`src/rtl/line_follow_pkg.sv`:
```
// Shared widths, RGB565 field positions, FSM encoding and saturating helpers
// for the line centroid detector.
package line_follow_pkg;

  localparam int SUM_W   = 32;
  localparam int CNT_W   = 20;
  localparam int COORD_W = 16;

  localparam int R_HI = 15;
  localparam int R_LO = 11;
  localparam int G_HI = 10;
  localparam int G_LO = 5;
  localparam int B_HI = 4;
  localparam int B_LO = 0;

  typedef enum logic [1:0] {
    IDLE  = 2'd0,
    DIV   = 2'd1,
    PULSE = 2'd2
  } state_e;

  function automatic logic [CNT_W-1:0] sat_inc_cnt(input logic [CNT_W-1:0] v);
    return (&v) ? v : v + CNT_W'(1);
  endfunction

  function automatic logic [SUM_W-1:0] sat_add_sum(input logic [SUM_W-1:0] s,
                                                   input logic [COORD_W-1:0] x);
    logic [SUM_W:0] t;
    t = {1'b0, s} + {{(SUM_W + 1 - COORD_W){1'b0}}, x};
    return t[SUM_W] ? {SUM_W{1'b1}} : t[SUM_W-1:0];
  endfunction

endpackage

```
`src/rtl/seq_udiv.sv`:
```
// Restoring unsigned divider, one quotient bit per cycle; the start edge also
// performs the first step, so done pulses 32 cycles after start with quotient final.
module seq_udiv
  import line_follow_pkg::*;
(
  input  logic             clk,
  input  logic             reset_n,
  input  logic             start,
  input  logic [SUM_W-1:0] dividend,
  input  logic [CNT_W-1:0] divisor,
  output logic             busy,
  output logic             done,
  output logic [SUM_W-1:0] quotient
);

  localparam logic [4:0] ITER_LAST = 5'(SUM_W - 1);

  logic             busy_q, busy_d;
  logic             done_q, done_d;
  logic [4:0]       iter_q, iter_d;
  logic [CNT_W-1:0] rem_q, rem_d;
  logic [SUM_W-1:0] quo_q, quo_d;
  logic [CNT_W-1:0] dvs_q, dvs_d;

  logic             load;
  logic [CNT_W-1:0] rem_in;
  logic [SUM_W-1:0] quo_in;
  logic [CNT_W-1:0] dvs_in;
  logic [CNT_W:0]   trial;
  logic             fits;
  logic [CNT_W-1:0] rem_step;
  logic [SUM_W-1:0] quo_step;

  always_comb begin
    load     = start && !busy_q;
    rem_in   = load ? '0 : rem_q;
    quo_in   = load ? dividend : quo_q;
    dvs_in   = load ? divisor : dvs_q;
    // Dividend bits shift out of the top of quo while quotient bits shift in.
    trial    = {rem_in, quo_in[SUM_W-1]};
    fits     = trial >= {1'b0, dvs_in};
    rem_step = fits ? CNT_W'(trial - {1'b0, dvs_in}) : trial[CNT_W-1:0];
    quo_step = {quo_in[SUM_W-2:0], fits};

    busy_d = busy_q;
    done_d = 1'b0;
    iter_d = iter_q;
    rem_d  = rem_q;
    quo_d  = quo_q;
    dvs_d  = dvs_q;
    if (load) begin
      busy_d = 1'b1;
      iter_d = 5'd1;
      rem_d  = rem_step;
      quo_d  = quo_step;
      dvs_d  = dvs_in;
    end else if (busy_q) begin
      rem_d  = rem_step;
      quo_d  = quo_step;
      iter_d = iter_q + 5'd1;
      if (iter_q == ITER_LAST) begin
        busy_d = 1'b0;
        done_d = 1'b1;
      end
    end
  end

  always_ff @(posedge clk or negedge reset_n) begin
    if (!reset_n) begin
      busy_q <= 1'b0;
      done_q <= 1'b0;
      iter_q <= '0;
      rem_q  <= '0;
      quo_q  <= '0;
      dvs_q  <= '0;
    end else begin
      busy_q <= busy_d;
      done_q <= done_d;
      iter_q <= iter_d;
      rem_q  <= rem_d;
      quo_q  <= quo_d;
      dvs_q  <= dvs_d;
    end
  end

  assign busy     = busy_q;
  assign done     = done_q;
  assign quotient = quo_q;

endmodule

```
`src/rtl/line_centroid_detector.sv`:
```
// Per-frame yellow-pixel centroid over a row band; results publish with a PULSE_LEN-cycle
// frame_pulse at T+1 (no pixels) or T+33 (after divide); a frame end while busy sets overrun.
module line_centroid_detector
  import line_follow_pkg::*;
#(
  parameter int ROI_Y0     = 0,
  parameter int ROI_Y1     = 479,
  parameter int R_MIN      = 20,
  parameter int G_MIN      = 40,
  parameter int B_MAX      = 10,
  parameter int MIN_PIXELS = 16,
  parameter int PULSE_LEN  = 4
) (
  input  logic               clk,
  input  logic               reset_n,
  input  logic               vsync,
  input  logic               href,
  input  logic               pixel_valid,
  input  logic [15:0]        pixel,
  output logic               frame_pulse,
  output logic [COORD_W-1:0] width,
  output logic [COORD_W-1:0] centroid_x,
  output logic               detected,
  output logic               overrun
);

  localparam logic [COORD_W-1:0] ROI_LO     = COORD_W'(ROI_Y0);
  localparam logic [COORD_W-1:0] ROI_SPAN   = COORD_W'(ROI_Y1 - ROI_Y0);
  localparam logic [4:0]         R_MIN_C    = 5'(R_MIN);
  localparam logic [5:0]         G_MIN_C    = 6'(G_MIN);
  localparam logic [4:0]         B_MAX_C    = 5'(B_MAX);
  localparam logic [CNT_W-1:0]   MIN_CNT    = CNT_W'(MIN_PIXELS);
  localparam logic [7:0]         PULSE_LAST = 8'(PULSE_LEN - 1);

  logic vsync_q, vsync_prev_q, href_q, href_prev_q, pix_vld_q;
  logic [15:0] pixel_q;

  logic [COORD_W-1:0] x_q, x_d, y_q, y_d, line_w_q, line_w_d;
  logic [CNT_W-1:0]   cnt_q, cnt_d;
  logic [SUM_W-1:0]   sum_q, sum_d;

  logic [CNT_W-1:0]   cnt_snap_q, cnt_snap_d;
  logic [COORD_W-1:0] line_w_snap_q, line_w_snap_d;

  state_e             state_q, state_d;
  logic [7:0]         pulse_cnt_q, pulse_cnt_d;
  logic               frame_pulse_q, frame_pulse_d;
  logic [COORD_W-1:0] width_q, width_d, centroid_q, centroid_d;
  logic               detected_q, detected_d, overrun_q, overrun_d;

  logic href_rise, href_fall, frame_end, pix_ok, in_roi, is_yellow, pulse_last;
  logic [COORD_W-1:0] x_base, line_w_upd, y_upd;
  logic [CNT_W-1:0]   cnt_acc;
  logic [SUM_W-1:0]   sum_acc;

  logic             div_start, div_busy, div_done;
  logic [SUM_W-1:0] div_quo;
  logic             div_unused;

  assign href_rise  = href_q & ~href_prev_q;
  assign href_fall  = ~href_q & href_prev_q;
  assign frame_end  = vsync_q & ~vsync_prev_q;
  assign pix_ok     = pix_vld_q & href_q & ~vsync_q;
  assign in_roi     = (y_q - ROI_LO) <= ROI_SPAN;
  assign is_yellow  = pix_ok && in_roi &&
                      (pixel_q[R_HI:R_LO] >= R_MIN_C) &&
                      (pixel_q[G_HI:G_LO] >= G_MIN_C) &&
                      (pixel_q[B_HI:B_LO] <= B_MAX_C);
  assign pulse_last = pulse_cnt_q == PULSE_LAST;

  // Pixel datapath; the *_acc / *_upd values include this cycle's update so a
  // pixel or line end coinciding with the frame end lands in the snapshot.
  always_comb begin
    x_base     = href_rise ? '0 : x_q;
    x_d        = pix_ok ? x_base + COORD_W'(1) : x_base;
    line_w_upd = href_fall ? x_q : line_w_q;
    y_upd      = href_fall ? y_q + COORD_W'(1) : y_q;
    cnt_acc    = cnt_q;
    sum_acc    = sum_q;
    if (is_yellow) begin
      cnt_acc = sat_inc_cnt(cnt_q);
      sum_acc = sat_add_sum(sum_q, x_base);
    end
    if (frame_end) begin
      cnt_d    = '0;
      sum_d    = '0;
      line_w_d = '0;
      y_d      = '0;
    end else begin
      cnt_d    = cnt_acc;
      sum_d    = sum_acc;
      line_w_d = line_w_upd;
      y_d      = y_upd;
    end
  end

  always_ff @(posedge clk or negedge reset_n) begin
    if (!reset_n) state_q <= IDLE;
    else          state_q <= state_d;
  end

  always_comb begin
    state_d = state_q;
    case (state_q)
      IDLE:    if (frame_end) state_d = (cnt_acc == '0) ? PULSE : DIV;
      DIV:     if (div_done) state_d = PULSE;
      PULSE:   if (pulse_last) state_d = IDLE;
      default: state_d = IDLE;
    endcase
  end

  always_comb begin
    frame_pulse_d = frame_pulse_q;
    width_d       = width_q;
    centroid_d    = centroid_q;
    detected_d    = detected_q;
    overrun_d     = overrun_q;
    pulse_cnt_d   = pulse_cnt_q;
    cnt_snap_d    = cnt_snap_q;
    line_w_snap_d = line_w_snap_q;
    div_start     = 1'b0;
    case (state_q)
      IDLE: begin
        if (frame_end) begin
          cnt_snap_d    = cnt_acc;
          line_w_snap_d = line_w_upd;
          if (cnt_acc == '0) begin
            frame_pulse_d = 1'b1;
            width_d       = line_w_upd;
            centroid_d    = '0;
            detected_d    = 1'b0;
            pulse_cnt_d   = '0;
          end else begin
            div_start = 1'b1;
          end
        end
      end
      DIV: begin
        if (div_done) begin
          frame_pulse_d = 1'b1;
          width_d       = line_w_snap_q;
          centroid_d    = div_quo[COORD_W-1:0];
          detected_d    = cnt_snap_q >= MIN_CNT;
          pulse_cnt_d   = '0;
        end
      end
      PULSE: begin
        if (pulse_last) frame_pulse_d = 1'b0;
        else            pulse_cnt_d   = pulse_cnt_q + 8'd1;
      end
      default: ;
    endcase
    if (frame_end && state_q != IDLE) overrun_d = 1'b1;
  end

  always_ff @(posedge clk or negedge reset_n) begin
    if (!reset_n) begin
      vsync_q       <= 1'b0;
      vsync_prev_q  <= 1'b0;
      href_q        <= 1'b0;
      href_prev_q   <= 1'b0;
      pix_vld_q     <= 1'b0;
      pixel_q       <= '0;
      x_q           <= '0;
      y_q           <= '0;
      line_w_q      <= '0;
      cnt_q         <= '0;
      sum_q         <= '0;
      cnt_snap_q    <= '0;
      line_w_snap_q <= '0;
      pulse_cnt_q   <= '0;
      frame_pulse_q <= 1'b0;
      width_q       <= '0;
      centroid_q    <= '0;
      detected_q    <= 1'b0;
      overrun_q     <= 1'b0;
    end else begin
      vsync_q       <= vsync;
      vsync_prev_q  <= vsync_q;
      href_q        <= href;
      href_prev_q   <= href_q;
      pix_vld_q     <= pixel_valid;
      pixel_q       <= pixel;
      x_q           <= x_d;
      y_q           <= y_d;
      line_w_q      <= line_w_d;
      cnt_q         <= cnt_d;
      sum_q         <= sum_d;
      cnt_snap_q    <= cnt_snap_d;
      line_w_snap_q <= line_w_snap_d;
      pulse_cnt_q   <= pulse_cnt_d;
      frame_pulse_q <= frame_pulse_d;
      width_q       <= width_d;
      centroid_q    <= centroid_d;
      detected_q    <= detected_d;
      overrun_q     <= overrun_d;
    end
  end

  seq_udiv u_div (
    .clk      (clk),
    .reset_n  (reset_n),
    .start    (div_start),
    .dividend (sum_acc),
    .divisor  (cnt_acc),
    .busy     (div_busy),
    .done     (div_done),
    .quotient (div_quo)
  );

  // The quotient cannot exceed the largest x for unsaturated sums, so only the low half is published.
  assign div_unused = div_busy ^ (^div_quo[SUM_W-1:COORD_W]);

  assign frame_pulse = frame_pulse_q;
  assign width       = width_q;
  assign centroid_x  = centroid_q;
  assign detected    = detected_q;
  assign overrun     = overrun_q;

endmodule

```
`config.mk`:
```
export PLATFORM = sky130hd
export DESIGN_NAME = line_centroid_detector
export DESIGN_NICKNAME = d
export VERILOG_FILES = /design/src/rtl/line_follow_pkg.sv /design/src/rtl/seq_udiv.sv /design/src/rtl/line_centroid_detector.sv
export SDC_FILE = /design/constraint.sdc
export NUM_CORES = 1
export LEC_CHECK = 0
export CORE_ASPECT_RATIO = 0.5
export CORE_MARGIN = 1.5
export CORE_UTILIZATION = 55
export DETAILED_ROUTE_END_ITERATION = 10
export GPL_TIMING_DRIVEN = 0
export PLACE_DENSITY_LB_ADDON = 0.3
export SETUP_SLACK_MARGIN = 0.05
export SLEW_MARGIN = 20
export SYNTH_ARGS = -nofsm -noshare
export SYNTH_HDL_FRONTEND = slang
export SYNTH_SLANG_ARGS = --single-unit
```
`constraint.sdc`:
```
create_clock -name clk -period 10.5 [get_ports clk]
set_input_delay 1.05 -clock clk [delete_from_list [all_inputs] [get_ports clk]]
set_output_delay 1.05 -clock clk [all_outputs]
set_load 0.01 [all_outputs]
```
---- Word level (Yosys, flattened, before mapping) ----
Cells that the tools add are included.
operators by class
  add/subtract/negate cells ............... 7
  multiply operators ...................... 0
  divide/modulo/power cells ............... 0
  order comparisons ....................... 6
  equal/unequal tests ..................... 9
  shifts and indexed selects .............. 0
  mux-type cells .......................... 58
  bitwise operators ....................... 9
  reduce and logical (&&, ||, !) cells .... 20
operators by type and width
  kind                   count
  $mux 16                12
  $mux 32                6
  $mux 20                8
  $pmux 16 s2            2
  $add 32x16->33         1
  $add 16x1->16 const B  2
  $mux 8                 4
  $pmux 8 s3             1
  $ge 21x20->1           1
  $add 20x1->20 const B  1
  $ge 20x5->1 const B    1
  $logic_not 20->1       1
  $reduce_and 20->1      1
  $sub 20x20->20         1
  $le 16x9->1 const B    1
  $mux 1                 16
  $mux 5                 2
  $reduce_and 5->1       2
  $add 8x1->8 const B    1
  $eq 8x2->1 const B     1
  $mux 2                 4
  $ne 2x2->1 const B     4
  $reduce_bool 2->1      4
  $ge 6x6->1 const B     1
  other kinds (19)       31
word-level totals
  flip-flop bits (word level) ............. 281
  bits in latches ......................... 0
  bits in writable memories ............... 0
  memory bits (read-only) ................. 0
  output and inout bits ................... 35
  memories kept ........................... 0

---- Logic depth before layout (Yosys ltp) ----
Gate-level depths: netlist of the first run.
  depth after elaboration ................. 17
  gate-level depth with buffers ........... 25

---- Cells and area by module ----
Synthesis of the first run repeated with hierarchy kept, for this count alone.
second synthesis, totals
  cells, all modules ...................... 1512
  area total of the unflattened synthesis .. 14664.1 µm²
by module, submodules not included
  module                  times used  cells each  area each (µm²)
  line_centroid_detector  1           982         9804.4
  seq_udiv                1           530         4859.7

---- Worst setup path before layout of the first run ----
Ideal clock, no wire load.
  path type ............................... register -> register
  start point ............................. reg cnt_q[1]
  end point ............................... reg u_div.rem_q[4]
  setup time .............................. 95 ps
  arrival ................................. 5582 ps
  required time ........................... 10405 ps
  path slack .............................. 4823 ps
  stages on the path, launching flop included .. 26
  clock period less this slack ............ 5677 ps
  cells stage by stage .................... dfrtp_1 -> ha_1 -> clkbuf_2 -> inv_1 -> or4_1 -> buf_2 -> o2111ai_1 -> xor2_1 -> nand4_1 -> or3b_2 -> o21ai_2 -> buf_4 -> buf_2 -> nand2_1 -> o21a_1 -> ha_1 -> a21o_1 -> a21o_1 -> a21boi_0 -> o31ai_1 -> a21oi_1 -> a21oi_1 -> nor3_1 -> clkbuf_1 -> a22oi_1 -> o31ai_1
between the ends
  longest elaborated chain between the ends .. 13
ends and longest elaborated chain
  item                                                RTL line                        source
  from (decl)                                         line_centroid_detector.sv:39    logic [CNT_W-1:0] cnt_q, cnt_d;
  from (signal assigned)                              line_centroid_detector.sv:187   cnt_q <= cnt_d;
  $add 20x1->20 or $reduce_and 20->1 (tied branches)  line_follow_pkg.sv:23           return (&v) ? v : v + CNT_W'(1);
  $mux 20                                             line_follow_pkg.sv:23
  $mux 20 *                                           line_centroid_detector.sv:80    if (is_yellow) begin
  $logic_not 20->1                                    line_centroid_detector.sv:127   if (cnt_acc == '0) begin
  $mux 1                                              line_centroid_detector.sv:127
  $mux 1                                              line_centroid_detector.sv:124   if (frame_end) begin
  $mux 1                                              line_centroid_detector.sv:122   case (state_q)
  $logic_and 1x1->1                                   seq_udiv.sv:35                  load = start && !busy_q;
  $mux 32, or another cell as far along               seq_udiv.sv:37                  quo_in = load ? dividend : quo_q;
  $sub 20x20->20 or $ge 21x20->1 (tied branches)      seq_udiv.sv:42, seq_udiv.sv:41
  $mux 20                                             seq_udiv.sv:42                  rem_step = fits ? CNT_W'(trial - {1'b0, dvs_in}) : trial[CNT_W-1:0];
  $mux 20                                             seq_udiv.sv:57                  end else if (busy_q) begin
  $mux 20                                             seq_udiv.sv:51                  if (load) begin
  to (signal assigned)                                seq_udiv.sv:80                  rem_q <= rem_d;
  to (decl)                                           seq_udiv.sv:21                  logic [CNT_W-1:0] rem_q, rem_d;
Mark *: on every way between the ends. The rest lies on a longest branch, timed or not. The select of a mux whose other input is x is not followed.
A chain may end at the register's enable or synchronous reset.

---- Worst setup path after layout of the first run ----
  start point ............................. reg cnt_q[1]
  end point ............................... reg u_div.rem_q[8]
The elaborated chain is that of the path after synthesis.

==> impl_metrics.ini, run 1 <==
[grt]
grt_pass1_wl_microns = 61600
grt_pass1_vias = 11800
overflow = 0
antenna_found_initial = 1
grt_max_degree = 75
grt_usage_pct = 27.9

[clocking]
cts_tree = yes
clock_sinks = 272
ctsHoldBuffers = 0
htree_levels = 1
clk_pin_slew_ns = 0.07
insertion_delay_ns = 0.56
cts.repair.resized = 0
cts_made_buffers = 25
post-cts-setup-buffers = 0
root_buffer = clkbuf_16
clock_path_buffers = 3

[synthesis]
synth_edf_count = 0
synth_warnings = 0
synth.distinct_cells = 84
ys_ff_latch = 272
async_reset_ff_share_pct = 100
synth.cell_area_sq_um = 14400
syn_inst = 1496
syn_area_per_cell_sq_um = 9.66
synth_flop_cell = dfrtp_1
synth_fp_nets = 1564
ys_seq_area_share_pct = 47.1

[hold_path]
hp-class = in -> async

[floorplan]
io_pins = 56
die-area_sq_um = 27300
die_h_microns = 118
core-area_sq_um = 25500
initial_core_util_pct = 56.7
rows = 41
fp.dieW_microns = 232

[cells_and_area]
syn_to_final_growth_pct = 12.7
nNetsFinal = 1645
drive_gt1_share_pct = 6.58
design_area_sq_um = 16300
fin_util_pct = 63.8
diodes = 0

[drt]
wl_per_cell_microns = 19.4
num_vias = 11900
viasPerCell = 6.15
ant_nets = 0
drt_iter0_markers = 1154
drcViolationCount = 0
drt_wl_total_microns = 37500
first_pass_iters = 5

[sta]
finClkSkew_ns = 0.0135
finalWorstSetupSlack_ns = 2.82
max_freq_ghz = 0.130
worst_pin_slew_ns = 1.09
relSlewSlack_pct = 26.1
setup_viol = 0
rsz0062_at_grt = no
worst_hold_slack_ns = 0.417
finalHoldViolCount = 0
min_period_ns = 7.68
period_share_pct = 73.2
drv_slew = 0

[setup_path]
path_class = reg -> reg
cp.arrival_ns = 8.14
required_ns = 10.95
critPathLaunchType = register
crit_path_end_kind = register
crit_fanout = 10

[run]
cap_violations = 0

[power_and_ir_drop]
power_density_nw_per_um2 = 184
ir_worst_vdd_mv = 0.128
cellLeakagePower_uw = 0.00736

[place]
port_buffers = 50
gp_congestion = 0.887
dp_slack_ns = 3.01
dpl.hpwl_microns = 27300
dpl_cell_area_sq_um = 15500

[run_status]
status = complete, no violations
[worst paths after layout]
path,slack (ns),from,cells after the start,to
hold reg to reg,0.45,vsync_q,0,vsync_prev_q
setup / recovery,2.82,cnt_q[1],24,u_div.rem_q[8]
hold / removal,0.42,reset_n,1,u_div.rem_q[6]
setup reg to reg,2.82,cnt_q[1],24,u_div.rem_q[8]
max in group asynchronous,8.95,reset_n,3,line_w_snap_q[15]
min in group clk,0.45,vsync_q,0,vsync_prev_q
[metrics by stage]
stage	std cells	total power [uW]	TNS [ns]
after detailed placement	1894	2060	0
after global placement	1890	2020	-774.28
final	1939	2990	0
after floorplan	1496	1820	0
after global routing	1939	3130	0
after CTS	1939	2980	0
[power by group]
part           leakage, uW  internal [uW]  switching (uW)
logic              0.00324            348             541
registers          0.00372           1120            55.7
clock network     0.000391            510             416
[critical path, cell delays in order (launching register included)]
cell      delay, ns
dfrtp_1        0.42
ha_1           0.17
clkbuf_2       0.18
inv_1          0.13
nor4_4         0.56
nand3_1        0.24
o41ai_1        1.01
o211a_1        0.32
or3b_2         0.52
o21ai_2        0.20
buf_4          0.20
buf_2          0.23
nand2_1        0.10
o21a_1         0.13
ha_1           0.41
a21o_1         0.21
a21o_1         0.17
a21boi_0       0.35
o31ai_1        0.12
a21oi_1        0.17
a21oi_1        0.20
nor3_2         0.66
clkbuf_1       0.57
a22oi_1        0.18
o31ai_1        0.12
[synthesized netlist by cell type (6+ instances only)]
| cell | number | area [sq um] |
|---|---|---|
| mux2_2 | 16 | 180 |
| nor4_1 | 17 | 106 |
| ha_1 | 45 | 563 |
| dfrtp_1 | 272 | 6810 |
| a211oi_1 | 6 | 45.0 |
| nand3_1 | 48 | 240 |
| a21o_1 | 29 | 218 |
| nand4_1 | 19 | 119 |
| a31oi_1 | 24 | 150 |
| o21ai_0 | 132 | 661 |
| nand2_1 | 167 | 627 |
| and2_1 | 56 | 350 |
| inv_1 | 31 | 116 |
| xnor2_1 | 30 | 263 |
| and4_1 | 11 | 96.3 |
| nand2b_1 | 9 | 56.3 |
| nor2_1 | 115 | 432 |
| a22oi_1 | 14 | 105 |
| nor3_1 | 29 | 145 |
| o21a_1 | 25 | 188 |
| or3_1 | 10 | 62.6 |
| nor2b_1 | 9 | 56.3 |
| clkbuf_1 | 51 | 191 |
| a22o_1 | 21 | 184 |
| xor2_1 | 48 | 420 |
| mux2i_1 | 41 | 410 |
| buf_2 | 20 | 100 |
| buf_1 | 6 | 22.5 |
| o31ai_1 | 17 | 128 |
| and3_1 | 19 | 119 |
| a21oi_1 | 52 | 260 |
| o22ai_1 | 7 | 43.8 |
[kinds of logic (layout without fill, tap and decap cells)]
kind of cell / Yosys count / after routing / share of synthesized area (%)
xor+xnor: 78 / 78 / 4.73
buf+inv: 112 / 211 / 3.20
mux: 58 / 58 / 4.17
fa+ha+maj: 47 / 47 / 4.17
compound gates: 392 / 392 / 18.0
flops: 272 / 272 / 47.1
simple gates: 537 / 537 / 18.7
[registers in the layout (all words and copies together), names as in the netlist, 5 cells and up]
register	cells
sum_q	32
u_div.quotient	32
cnt_q	20
u_div.dvs_q	20
u_div.rem_q	20
centroid_x	16
cnt_snap_q	16
line_w_q	16
line_w_snap_q	16
width	16
x_q	16
y_q	16
pixel_q	11
pulse_cnt_q	8
u_div.iter_q	5
[per-layer routing]
layer	part of all wire [%]	up-vias	GRT usage (%)
li1	-	5547	-
met2	47	355	45.2
met1	46	5962	39.6
met3	4.9	56	3.63
met5	0	-	0
met4	2.0	0	7.10
[cell type report]
type / instances / area [sq um]
well taps: 344 / 430
multi-input cells: 1112 / 7180
fillers: 2022 / 9220
plain buffers: 81 / 345
repair buffers: 54 / 593
clock buffers: 36 / 687
inverters: 31 / 116
clock inverters: 9 / 116
flip-flops and latches: 272 / 6810
[layout by cell type, fill, tap and decap left out, types with 7 or more instances in the layout]
master and count:
nor3_1 28, a22o_1 21, and4_1 11, inv_1 31, clkdlybuf4s50_1 49, o31ai_1 17, clkbuf_1 60, ha_1 45
nor2b_1 9, a31oi_1 24, clkbuf_16 25, mux2_2 16, a21oi_1 52, nand2b_1 9, o21a_1 25, mux2i_1 41
buf_2 21, xnor2_1 30, and3_1 19, a21o_1 29, o21ai_0 132, nand3_1 48, and2_1 56, o22ai_1 7
nor4_1 17, a22oi_1 14, nor2_1 115, or3_1 10, nand2_1 167, xor2_1 48, dfrtp_1 272, nand4_1 19
(Power assumes the default switching activity.)
==> run 2, diff against run 1 <==
Clock period 10.5 ns to 7.87 ns, I/O delays scaled along.
==> run 2 against run 1 <==
Against the previous run: sequential share of layout area is essentially flat; design area is essentially flat; sequential power increased by 33%; critical endpoint unchanged; largest cell class unchanged; highest routed layer unchanged.
==> impl_metrics.ini, run 2 (synthesis results as in run 1) <==
[sta]
setup_viol = 0
finalHoldViolCount = 0
min_period_ns = 7.54
worst_pin_slew_ns = 1.04
finalWorstSetupSlack_ns = 0.328
finClkSkew_ns = 0.0107
period_share_pct = 95.8
max_freq_ghz = 0.133
relSlewSlack_pct = 30.0
drv_slew = 0
rsz0062_at_grt = yes

[clocking]
htree_levels = 1
ctsHoldBuffers = 0
clock_path_buffers = 3
cts_made_buffers = 25
clock_sinks = 272
insertion_delay_ns = 0.55
cts_tree = yes
clk_pin_slew_ns = 0.07
root_buffer = clkbuf_16

[run_status]
status = complete, no violations

[floorplan]
die-area_sq_um = 27300
io_pins = 56
fp.dieW_microns = 232
initial_core_util_pct = 56.7
core-area_sq_um = 25500
die_h_microns = 118
rows = 41

[place]
dp_slack_ns = 0.383
port_buffers = 50
dpl.hpwl_microns = 27300
gp_congestion = 0.887
place_inst = 1894

[power_and_ir_drop]
power_density_nw_per_um2 = 245
cellLeakagePower_uw = 0.00736
ir_worst_vdd_mv = 0.171

[drt]
viasPerCell = 6.19
wl_per_cell_microns = 19.3
drt_wl_total_microns = 37500
ant_nets = 0
num_vias = 12000
first_pass_iters = 5
drcViolationCount = 0
drt_iter0_markers = 1124

[cells_and_area]
nNetsFinal = 1645
diodes = 0
finalNonFillerCells = 1939
n_fill_cell = 2020
syn_to_final_growth_pct = 12.8
multi_input_area_sq_um = 7190
seq_area_sq_um = 6810
final_cell_mix = dfrtp_1, nand2_1, o21ai_0, nor2_1, clkbuf_1
drive_gt1_share_pct = 6.71
final_common_cell = dfrtp_1

[setup_path]
critPathLaunchType = register
path_cells = nor4_1 > o2111ai_1 > clkbuf_1 > nor4_1 > mux2i_1 > nand3_1 > nor4_4 > a21oi_1 > clkbuf_1 > o21ai_0 > ha_1 > clkbuf_1 > a21o_1 > a21boi_0 > o31ai_1 > a21oi_1 > a21oi_1 > nor3_2 > clkbuf_1 > a22oi_1 > o31ai_1
crit_path_end_kind = register
cpMostUsedCell = clkbuf_1
cp.arrival_ns = 7.99
required_ns = 8.32
cp_top_family = compound AO/OA/AOI/OAI gates
critPathBufInv = 4
crit_fanout = 10
cp_slowest_cell = mux2i_1
critPathMaxStageDelay_ns = 0.68
path_class = reg -> reg

[grt]
grt_usage_pct = 27.9
antenna_found_initial = 1
grt_pass1_wl_microns = 61600
grt_max_degree = 75
grt_pass1_vias = 11800
overflow = 0

[run]
cap_violations = 0

[hold_path]
hp-class = in -> async
-- run 2: per-layer routing --
layer  part of all wire [%]  vias to the layer above  track usage (%)
li1                       -                     5552                -
met1                     46                     5997             39.6
met2                     47                      394             45.2
met3                    5.5                       64             3.63
met4                    2.2                        0             7.10
met5                      0                        -                0
-- run 2: cell type report --
| type | instances | area share, % |
|---|---|---|
| Inverter | 31 | 0.714 |
| Clock buffer | 36 | 4.22 |
| Sequential cell | 272 | 41.8 |
| Clock inverter | 9 | 0.714 |
| Multi-Input combinational cell | 1112 | 44.2 |
| Buffer | 81 | 2.12 |
| Timing Repair Buffer | 54 | 3.64 |
| Tap cell | 344 | 2.64 |
-- run 2: what timing repair did --
action | 4_1_cts | 5_1_grt
setup buffers | 0 | 0
resized for setup | 0 | 2
setup endpoints to repair | 0 | 14
-- run 2: path summary, 6_finish.rpt --
check,start,endpoint,slack [ns],depth (start not counted)
min in group clk,vsync_q,vsync_prev_q,0.44,0
worst max-delay path,y_q[12],u_div.rem_q[8],0.33,21
max in group asynchronous,reset_n,line_w_snap_q[3],6.58,3
worst min register to register,vsync_q,vsync_prev_q,0.44,0
worst max register to register,y_q[12],u_div.rem_q[8],0.33,21
worst min-delay path,reset_n,u_div.rem_q[6],0.16,1
-- run 2: report_power, final --
| part | leakage, uW | internal, uW | switching [uW] |
|---|---|---|---|
| registers | 0.00372 | 1490 | 74.7 |
| clock network | 0.000391 | 680 | 552 |
| logic | 0.00324 | 465 | 725 |
-- run 2: through the flow --
stage / area [sq um] / utilization (%) / TNS, ns / hold slack [ns] / total power [uW]
6_report: 16300 / 63.9 / 0 / 0.159 / 3990
5_1_grt: 16300 / 63.9 / 0 / 0.203 / 4180
4_1_cts: 16300 / 63.8 / 0 / 0.184 / 3980
3_5_place_dp: 15500 / 60.7 / 0 / 0.428 / 2750
3_3_place_gp: 15400 / 60.3 / -1418.11 / 0.421 / 2700
2_1_floorplan: 14400 / - / 0 / 0.381 / 2430
-- run 2: worst reg2reg max path, cell delays in order, from the launching register on --
cell and delay, ns:
dfrtp_1 0.41, nor4_1 0.43, o2111ai_1 0.30, clkbuf_1 0.36, nor4_1 0.32, mux2i_1 0.68, nand3_1 0.27, nor4_4 0.57
a21oi_1 0.37, clkbuf_1 0.28, o21ai_0 0.38, ha_1 0.30, clkbuf_1 0.18, a21o_1 0.20, a21boi_0 0.35, o31ai_1 0.12
a21oi_1 0.17, a21oi_1 0.20, nor3_2 0.67, clkbuf_1 0.58, a22oi_1 0.18, o31ai_1 0.12
